<file path="src/rtl/pkt_classifier.sv">
// pkt_classifier
// Collects BEATS stream beats into one frame and classifies it. The destination IP,
// destination port and payload are taken from fixed bit offsets in the frame. A signature
// field is compared against SIG_VALUE. The result goes out on a valid/ready port:
// m_match=1 selects the buffer path, m_match=0 the host path. Frames that are too short
// or too long are dropped, and err_pulse is raised for one cycle.
//
// Ports
//   clk, rst       clock; synchronous active-high reset
//   s_data/s_keep  input beat and its byte enables (keep is sampled on the last beat only)
//   s_valid/s_last input beat qualifier and end-of-frame marker
//   s_ready        input accept (low while a classified frame waits downstream)
//   m_valid/m_ready  classified frame handshake
//   m_payload, m_dest_ip, m_dest_port, m_match, m_last_keep  classified frame fields
//   err_pulse      one-cycle pulse per dropped malformed frame
//
// Optional build macro: PKT_CLASSIFIER_STATS_EN
//   Adds the saturating 32-bit counters stat_match, stat_nomatch and stat_err.
module pkt_classifier #(
  parameter int DATA_WIDTH = 256,
  parameter int KEEP_WIDTH = DATA_WIDTH / 8,
  parameter int BEATS      = 3,
  parameter int IP_LSB     = 624,
  parameter int PORT_LSB   = 480,
  parameter int PAYLOAD_W  = 336,
  parameter int SIG_W      = 64,
  parameter int SIG_LSB    = 272,
  parameter logic [SIG_W-1:0] SIG_VALUE = 64'h89504E470D0A1A0A
) (
  input  logic                  clk,
  input  logic                  rst,
  input  logic [DATA_WIDTH-1:0] s_data,
  input  logic [KEEP_WIDTH-1:0] s_keep,
  input  logic                  s_valid,
  input  logic                  s_last,
  output logic                  s_ready,
  output logic                  m_valid,
  input  logic                  m_ready,
  output logic [PAYLOAD_W-1:0]  m_payload,
  output logic [31:0]           m_dest_ip,
  output logic [15:0]           m_dest_port,
  output logic                  m_match,
  output logic [KEEP_WIDTH-1:0] m_last_keep,
`ifdef PKT_CLASSIFIER_STATS_EN
  output logic [31:0]           stat_match,
  output logic [31:0]           stat_nomatch,
  output logic [31:0]           stat_err,
`endif
  output logic                  err_pulse
);

  localparam int FW    = DATA_WIDTH * BEATS;
  localparam int CNT_W = $clog2(BEATS);
  localparam logic [CNT_W-1:0] LAST_BEAT = CNT_W'(BEATS - 1);

  localparam logic [1:0] COLLECT = 2'd0;
  localparam logic [1:0] HOLD    = 2'd1;
  localparam logic [1:0] DROP    = 2'd2;

  logic [1:0]            state_q, state_d;
  logic [CNT_W-1:0]      beatCnt_q, beatCnt_d;
  logic [FW-1:0]         frame_q, frame_d;
  logic [FW-1:0]         fullFrame;
  logic                  mValid_q, mValid_d;
  logic [PAYLOAD_W-1:0]  mPayload_q, mPayload_d;
  logic [31:0]           mDestIp_q, mDestIp_d;
  logic [15:0]           mDestPort_q, mDestPort_d;
  logic                  mMatch_q, mMatch_d;
  logic [KEEP_WIDTH-1:0] mLastKeep_q, mLastKeep_d;
  logic                  err_q, err_d;
  logic                  beatFire;

  assign s_ready  = (state_q != HOLD);
  assign beatFire = s_valid && s_ready;

  // The frame as it would look with the current beat written into its slot. This lets
  // the last beat be classified in the same cycle it arrives, without waiting a cycle
  // for it to land in frame_q.
  always_comb begin
    fullFrame = frame_q;
    for (int k = 0; k < BEATS; k++) begin
      if (beatCnt_q == CNT_W'(k)) begin
        fullFrame[FW-1-k*DATA_WIDTH -: DATA_WIDTH] = s_data;
      end
    end
  end

  // Frame assembly and classification FSM. A malformed frame never reaches the
  // output registers. The assembly state is wiped and err_pulse fires after the
  // offending s_last.
  always_comb begin
    state_d     = state_q;
    beatCnt_d   = beatCnt_q;
    frame_d     = frame_q;
    mValid_d    = mValid_q;
    mPayload_d  = mPayload_q;
    mDestIp_d   = mDestIp_q;
    mDestPort_d = mDestPort_q;
    mMatch_d    = mMatch_q;
    mLastKeep_d = mLastKeep_q;
    err_d       = 1'b0;
    case (state_q)
      COLLECT: begin
        if (beatFire) begin
          if (beatCnt_q != LAST_BEAT) begin
            if (s_last) begin
              err_d     = 1'b1;
              beatCnt_d = '0;
              frame_d   = '0;
            end else begin
              frame_d   = fullFrame;
              beatCnt_d = beatCnt_q + CNT_W'(1);
            end
          end else if (s_last) begin
            frame_d     = fullFrame;
            mPayload_d  = fullFrame[PAYLOAD_W-1:0];
            mDestIp_d   = fullFrame[IP_LSB +: 32];
            mDestPort_d = fullFrame[PORT_LSB +: 16];
            mMatch_d    = (fullFrame[SIG_LSB +: SIG_W] == SIG_VALUE);
            mLastKeep_d = s_keep;
            mValid_d    = 1'b1;
            state_d     = HOLD;
          end else begin
            beatCnt_d = '0;
            frame_d   = '0;
            state_d   = DROP;
          end
        end
      end
      DROP: begin
        if (beatFire && s_last) begin
          err_d   = 1'b1;
          state_d = COLLECT;
        end
      end
      HOLD: begin
        if (m_ready) begin
          mValid_d  = 1'b0;
          frame_d   = '0;
          beatCnt_d = '0;
          state_d   = COLLECT;
        end
      end
      default: begin
        state_d = COLLECT;
      end
    endcase
  end

  // State registers. Reset discards any partial frame without an error.
  always_ff @(posedge clk) begin
    if (rst) begin
      state_q     <= COLLECT;
      beatCnt_q   <= '0;
      frame_q     <= '0;
      mValid_q    <= 1'b0;
      mPayload_q  <= '0;
      mDestIp_q   <= '0;
      mDestPort_q <= '0;
      mMatch_q    <= 1'b0;
      mLastKeep_q <= '0;
      err_q       <= 1'b0;
    end else begin
      state_q     <= state_d;
      beatCnt_q   <= beatCnt_d;
      frame_q     <= frame_d;
      mValid_q    <= mValid_d;
      mPayload_q  <= mPayload_d;
      mDestIp_q   <= mDestIp_d;
      mDestPort_q <= mDestPort_d;
      mMatch_q    <= mMatch_d;
      mLastKeep_q <= mLastKeep_d;
      err_q       <= err_d;
    end
  end

  assign m_valid     = mValid_q;
  assign m_payload   = mPayload_q;
  assign m_dest_ip   = mDestIp_q;
  assign m_dest_port = mDestPort_q;
  assign m_match     = mMatch_q;
  assign m_last_keep = mLastKeep_q;
  assign err_pulse   = err_q;

`ifdef PKT_CLASSIFIER_STATS_EN
  logic [31:0] statMatch_q, statNomatch_q, statErr_q;

  // Saturating counters. Match/nomatch count downstream accepts. The error count
  // steps on the same edge that raises err_pulse, so both appear together.
  always_ff @(posedge clk) begin
    if (rst) begin
      statMatch_q   <= '0;
      statNomatch_q <= '0;
      statErr_q     <= '0;
    end else begin
      if (mValid_q && m_ready) begin
        if (mMatch_q) begin
          if (statMatch_q != 32'hFFFFFFFF) statMatch_q <= statMatch_q + 32'd1;
        end else begin
          if (statNomatch_q != 32'hFFFFFFFF) statNomatch_q <= statNomatch_q + 32'd1;
        end
      end
      if (err_d && (statErr_q != 32'hFFFFFFFF)) begin
        statErr_q <= statErr_q + 32'd1;
      end
    end
  end

  assign stat_match   = statMatch_q;
  assign stat_nomatch = statNomatch_q;
  assign stat_err     = statErr_q;
`endif

endmodule

</file>
<file path="config.mk">
export PLATFORM = sky130hd
export DESIGN_NAME = pkt_classifier
export DESIGN_NICKNAME = d
export VERILOG_FILES = /design/src/rtl/pkt_classifier.sv
export SDC_FILE = /design/constraint.sdc
export NUM_CORES = 2
export LEC_CHECK = 0
export ABC_AREA = 1
export CORE_ASPECT_RATIO = 1.1
export CORE_MARGIN = 3
export CORE_UTILIZATION = 40
export CTS_BUF_LIST = sky130_fd_sc_hd__clkbuf_2 sky130_fd_sc_hd__clkbuf_4 sky130_fd_sc_hd__clkbuf_8
export CTS_CLUSTER_DIAMETER = 100
export DETAILED_ROUTE_END_ITERATION = 10
export GPL_TIMING_DRIVEN = 0
export PLACE_DENSITY = 0.68
export RECOVER_POWER = 25
export SLEW_MARGIN = 25
export SYNTH_ARGS = -nofsm -noshare
export SYNTH_HDL_FRONTEND = slang
export SYNTH_SLANG_ARGS = --single-unit
</file>
<file path="constraint.sdc">
create_clock -name clk -period 1.9 [get_ports clk]
set_clock_uncertainty 0.05 [all_clocks]
set_input_delay 0.285 -clock clk [delete_from_list [all_inputs] [get_ports clk]]
set_output_delay 0.285 -clock clk [all_outputs]
set_load 0.01 [all_outputs]
</file>
==> results.json <==
{
  "worstSetupStartpointType": "register",
  "synth_seq_cells": 807,
  "avgSynthCellArea_um2": 7.24,
  "nets": 5843,
  "ir_drop_uv": 503,
  "hold_violations": 0,
  "die_w_um": 280,
  "yosysTopAreaCellShare": 0.491,
  "clkSinkCount": 807,
  "setup_ws_ns": -0.208,
  "fin_crit_ns": 2.11,
  "port_buffers": 711,
  "leakagePower_uw": 0.0206,
  "power.density_nw_per_um2": 886,
  "synth_edf_count": 0,
  "fmax_ghz": 0.474,
  "track_usage": 0.322,
  "clock_latency_ns": 0.81,
  "synth_area_leaders": "dfxtp_1 (49%), nand2_1 (16%), o21ai_0 (6.9%)",
  "detail-route-antenna-nets": 0,
  "drc_errors": 0,
  "vias": 36600,
  "status": "finished, violations left",
  "yosysSeqAreaShare": 0.491,
  "syn-cell-area_um2": 32900,
  "drt_first_pass_iters": 8,
  "die_area_um2": 85800,
  "clock_path_buffers": 3,
  "ff2ff_setup_slack_ns": -0.21,
  "avgRoutedWirePerCell_um": 21.9,
  "finalNonFillerCells": 6721,
  "fp.dieH_um": 307,
  "drive_gt1_frac": 0.160,
  "r2r-start": "beatCnt_q[0]$_SDFFE_PP0P_",
  "overflow": 0,
  "critPathCapture": "m_payload[18]$_SDFFE_PP0P_",
  "clkTransAtPathRegs_ns": 0.06,
  "rsz0062_at_grt": "yes",
  "switchingPower_uw": 13200,
  "tritoncts.num_buffers": 137,
  "crit_start": "beatCnt_q[0]$_SDFFE_PP0P_",
  "yosys.area.top_type": "dfxtp_1",
  "total_power_uw": 44000,
  "h-tree-depth": 4,
  "cap_violations": 0,
  "syn2layout_area_growth_pct": 50.6,
  "cts-root-buf": "clkbuf_8",
  "netSwitchingFraction": 0.300,
  "min_path_type": "in2reg",
  "wl_mm": 147,
  "pwr-share-comb": 0.210,
  "antenna_found_initial": 25,
  "mostFrequentLayoutCells": "nand2_1 (1,405), dfxtp_1 (798), clkdlybuf4s50_1 (526)",
  "cts_tree": "built",
  "drv_slew": 0,
  "dpl.hpwl_mm": 101,
  "place_congestion": 0.915,
  "yosysUniqueCellTypes": 23,
  "cp.required_ns": 2.53,
  "rows": 109,
  "rr_worst_depth": 13,
  "critPathArrivalTime_ns": 2.74,
  "p_clk_frac": 0.383,
  "worstMarginPinSlew_ns": 1.07,
  "grt_pass1_wl_mm": 212,
  "pin_count": 713,
  "drtIter0Drc": 3165,
  "layout_commonest_cell": "nand2_1",
  "finalSetupViolCount": 905,
  "cp_max_fo": 8,
  "r2r-end": "m_payload[18]$_SDFFE_PP0P_",
  "seqPwrFrac": 0.407,
  "yosysWarnings": 0,
  "violations": "negative setup slack",
  "grt_max_degree": 17,
  "async_reset_ff_frac": 0,
  "vias_per_cell": 5.45,
  "synth-main-ff-cell": "dfxtp_1",
  "synth_cells": 4545,
  "finalCritPeriodShare": 1.11,
  "initial_core_util": 0.406,
  "p_int_uw": 30800,
  "crit_type": "reg2reg",
  "grt_pass1_vias": 34700,
  "core_area_um2": 81000,
  "maxSlewHeadroom": 0.285,
  "synth_nets": 4841,
  "dp.cells": 6312,
  "crit_path_end_kind": "register"
}
[cell type report]
| class | instances | area (µm²) |
|---|---|---|
| Sequential cell | 807 | 16200 |
| Timing Repair inverter | 2 | 20.0 |
| Fill cell | 7289 | 31400 |
| Multi-Input combinational cell | 3248 | 15800 |
| Inverter | 103 | 469 |
| Antenna cell | 15 | 37.5 |
| Tap cell | 1054 | 1320 |
| Timing Repair Buffer | 865 | 9240 |
| Clock buffer | 222 | 2750 |
| Buffer | 383 | 3570 |
| Clock inverter | 22 | 195 |
[sequential cells by signal, summed over array words and instances, names as in the netlist]
| signal | flops |
|---|---|
| beatCnt_q | 2 |
| err_pulse | 1 |
| frame_q | 384 |
| m_dest_ip | 32 |
| m_dest_port | 16 |
| m_last_keep | 32 |
| m_match | 1 |
| m_payload | 336 |
| m_valid | 1 |
| state_q | 2 |
[synthesized netlist by cell type, types with 2 or more instances]
cell type	instances
nand2_1	1424
dfxtp_1	807
o21ai_0	457
a21oi_1	426
nand3_1	381
a31oi_1	269
nor2_1	244
clkbuf_1	237
buf_2	104
inv_1	96
buf_1	33
mux2_2	32
buf_4	13
inv_2	5
ha_1	3
nor3_1	3
o21a_1	3
clkinv_1	2
nor2_2	2
[stage by stage]
| stage | util | hold WS, ns | cell area (µm²) | setup WS, ns | setup TNS [ns] |
|---|---|---|---|---|---|
| after detailed placement | 0.511 | 0.403 | 41400 | -1.34 | -765.73 |
| after floorplan | - | 0.370 | 32900 | -0.00106 | -0.0744 |
| after global routing | 0.612 | 0.0280 | 49600 | -0.238 | -136.00 |
| after global placement | 0.511 | 0.399 | 41400 | -1.32 | -799.73 |
| final | 0.612 | 0.0448 | 49600 | -0.208 | -63.78 |
| after CTS | 0.594 | 0.00137 | 48100 | -0.232 | -164.12 |
[power groups by stage]
stage | Clock, µW | Combinational, µW | Sequential (µW)
CTS | 17000 | 8520 | 17900
finish | 16800 | 9220 | 17900
floorplan | 0 | 3500 | 18300
global route | 17800 | 9780 | 18000
detailed placement | 0 | 6940 | 18200
global placement | 0 | 6930 | 18200
[per-layer routing]
metal | vias to the layer above | GRT usage | part of all wire
met4 | 14 | 0.168 | 0.054
met2 | 1736 | 0.531 | 0.47
met1 | 17300 | 0.388 | 0.39
met3 | 356 | 0.0804 | 0.085
met5 | - | 0 | 0.00061
li1 | 17300 | - | -
[how the worst min path moves through the flow]
stage / slack [ns] / startpoint / to / cells past startpoint
2_1_floorplan: 0.37 / s_keep[0] / m_last_keep[0]$_SDFFE_PP0P_ / 2
3_3_place_gp: 0.40 / frame_q[629]$_SDFFE_PP0P_ / frame_q[629]$_SDFFE_PP0P_ / 2
6_report: 0.04 / s_data[246] / m_payload[246]$_SDFFE_PP0P_ / 3
4_1_cts: 0.001 / s_data[246] / m_payload[246]$_SDFFE_PP0P_ / 3
5_1_grt: 0.03 / s_data[246] / m_payload[246]$_SDFFE_PP0P_ / 3
3_5_place_dp: 0.40 / frame_q[280]$_SDFFE_PP0P_ / frame_q[280]$_SDFFE_PP0P_ / 2
[cell families after synthesis]
logic type | synth area share
AND/OR/NAND/NOR | 0.250
multiplexers | 0.0109
buffers and inverters | 0.0613
flip-flops | 0.491
adder cells (fa/ha/maj) | 0.00114
AO/OA/AOI/OAI | 0.186
[critical path, cell delays in order (launching register included)]
cell and delay, ns:
dfxtp_4 0.36, inv_4 0.07, ha_4 0.18, nand2_4 0.07
inv_6 0.08, nand2_4 0.06, nor2_4 0.15, buf_12 0.14
buf_12 0.15, inv_16 0.06, buf_12 0.15, clkbuf_16 0.16
nor2_4 0.23, nor2_1 0.06
[timing repair]
item / in CTS / in global routing
pin swaps: 18 / 16
resized for setup: 762 / 530
hold endpoints to repair: 65 / 0
buffers inserted: 31 / 8
cloned: 33 / 20
hold buffers: 65 / 0
setup endpoints to repair: 1227 / 1125
Power figures use the tool's default switching activity.
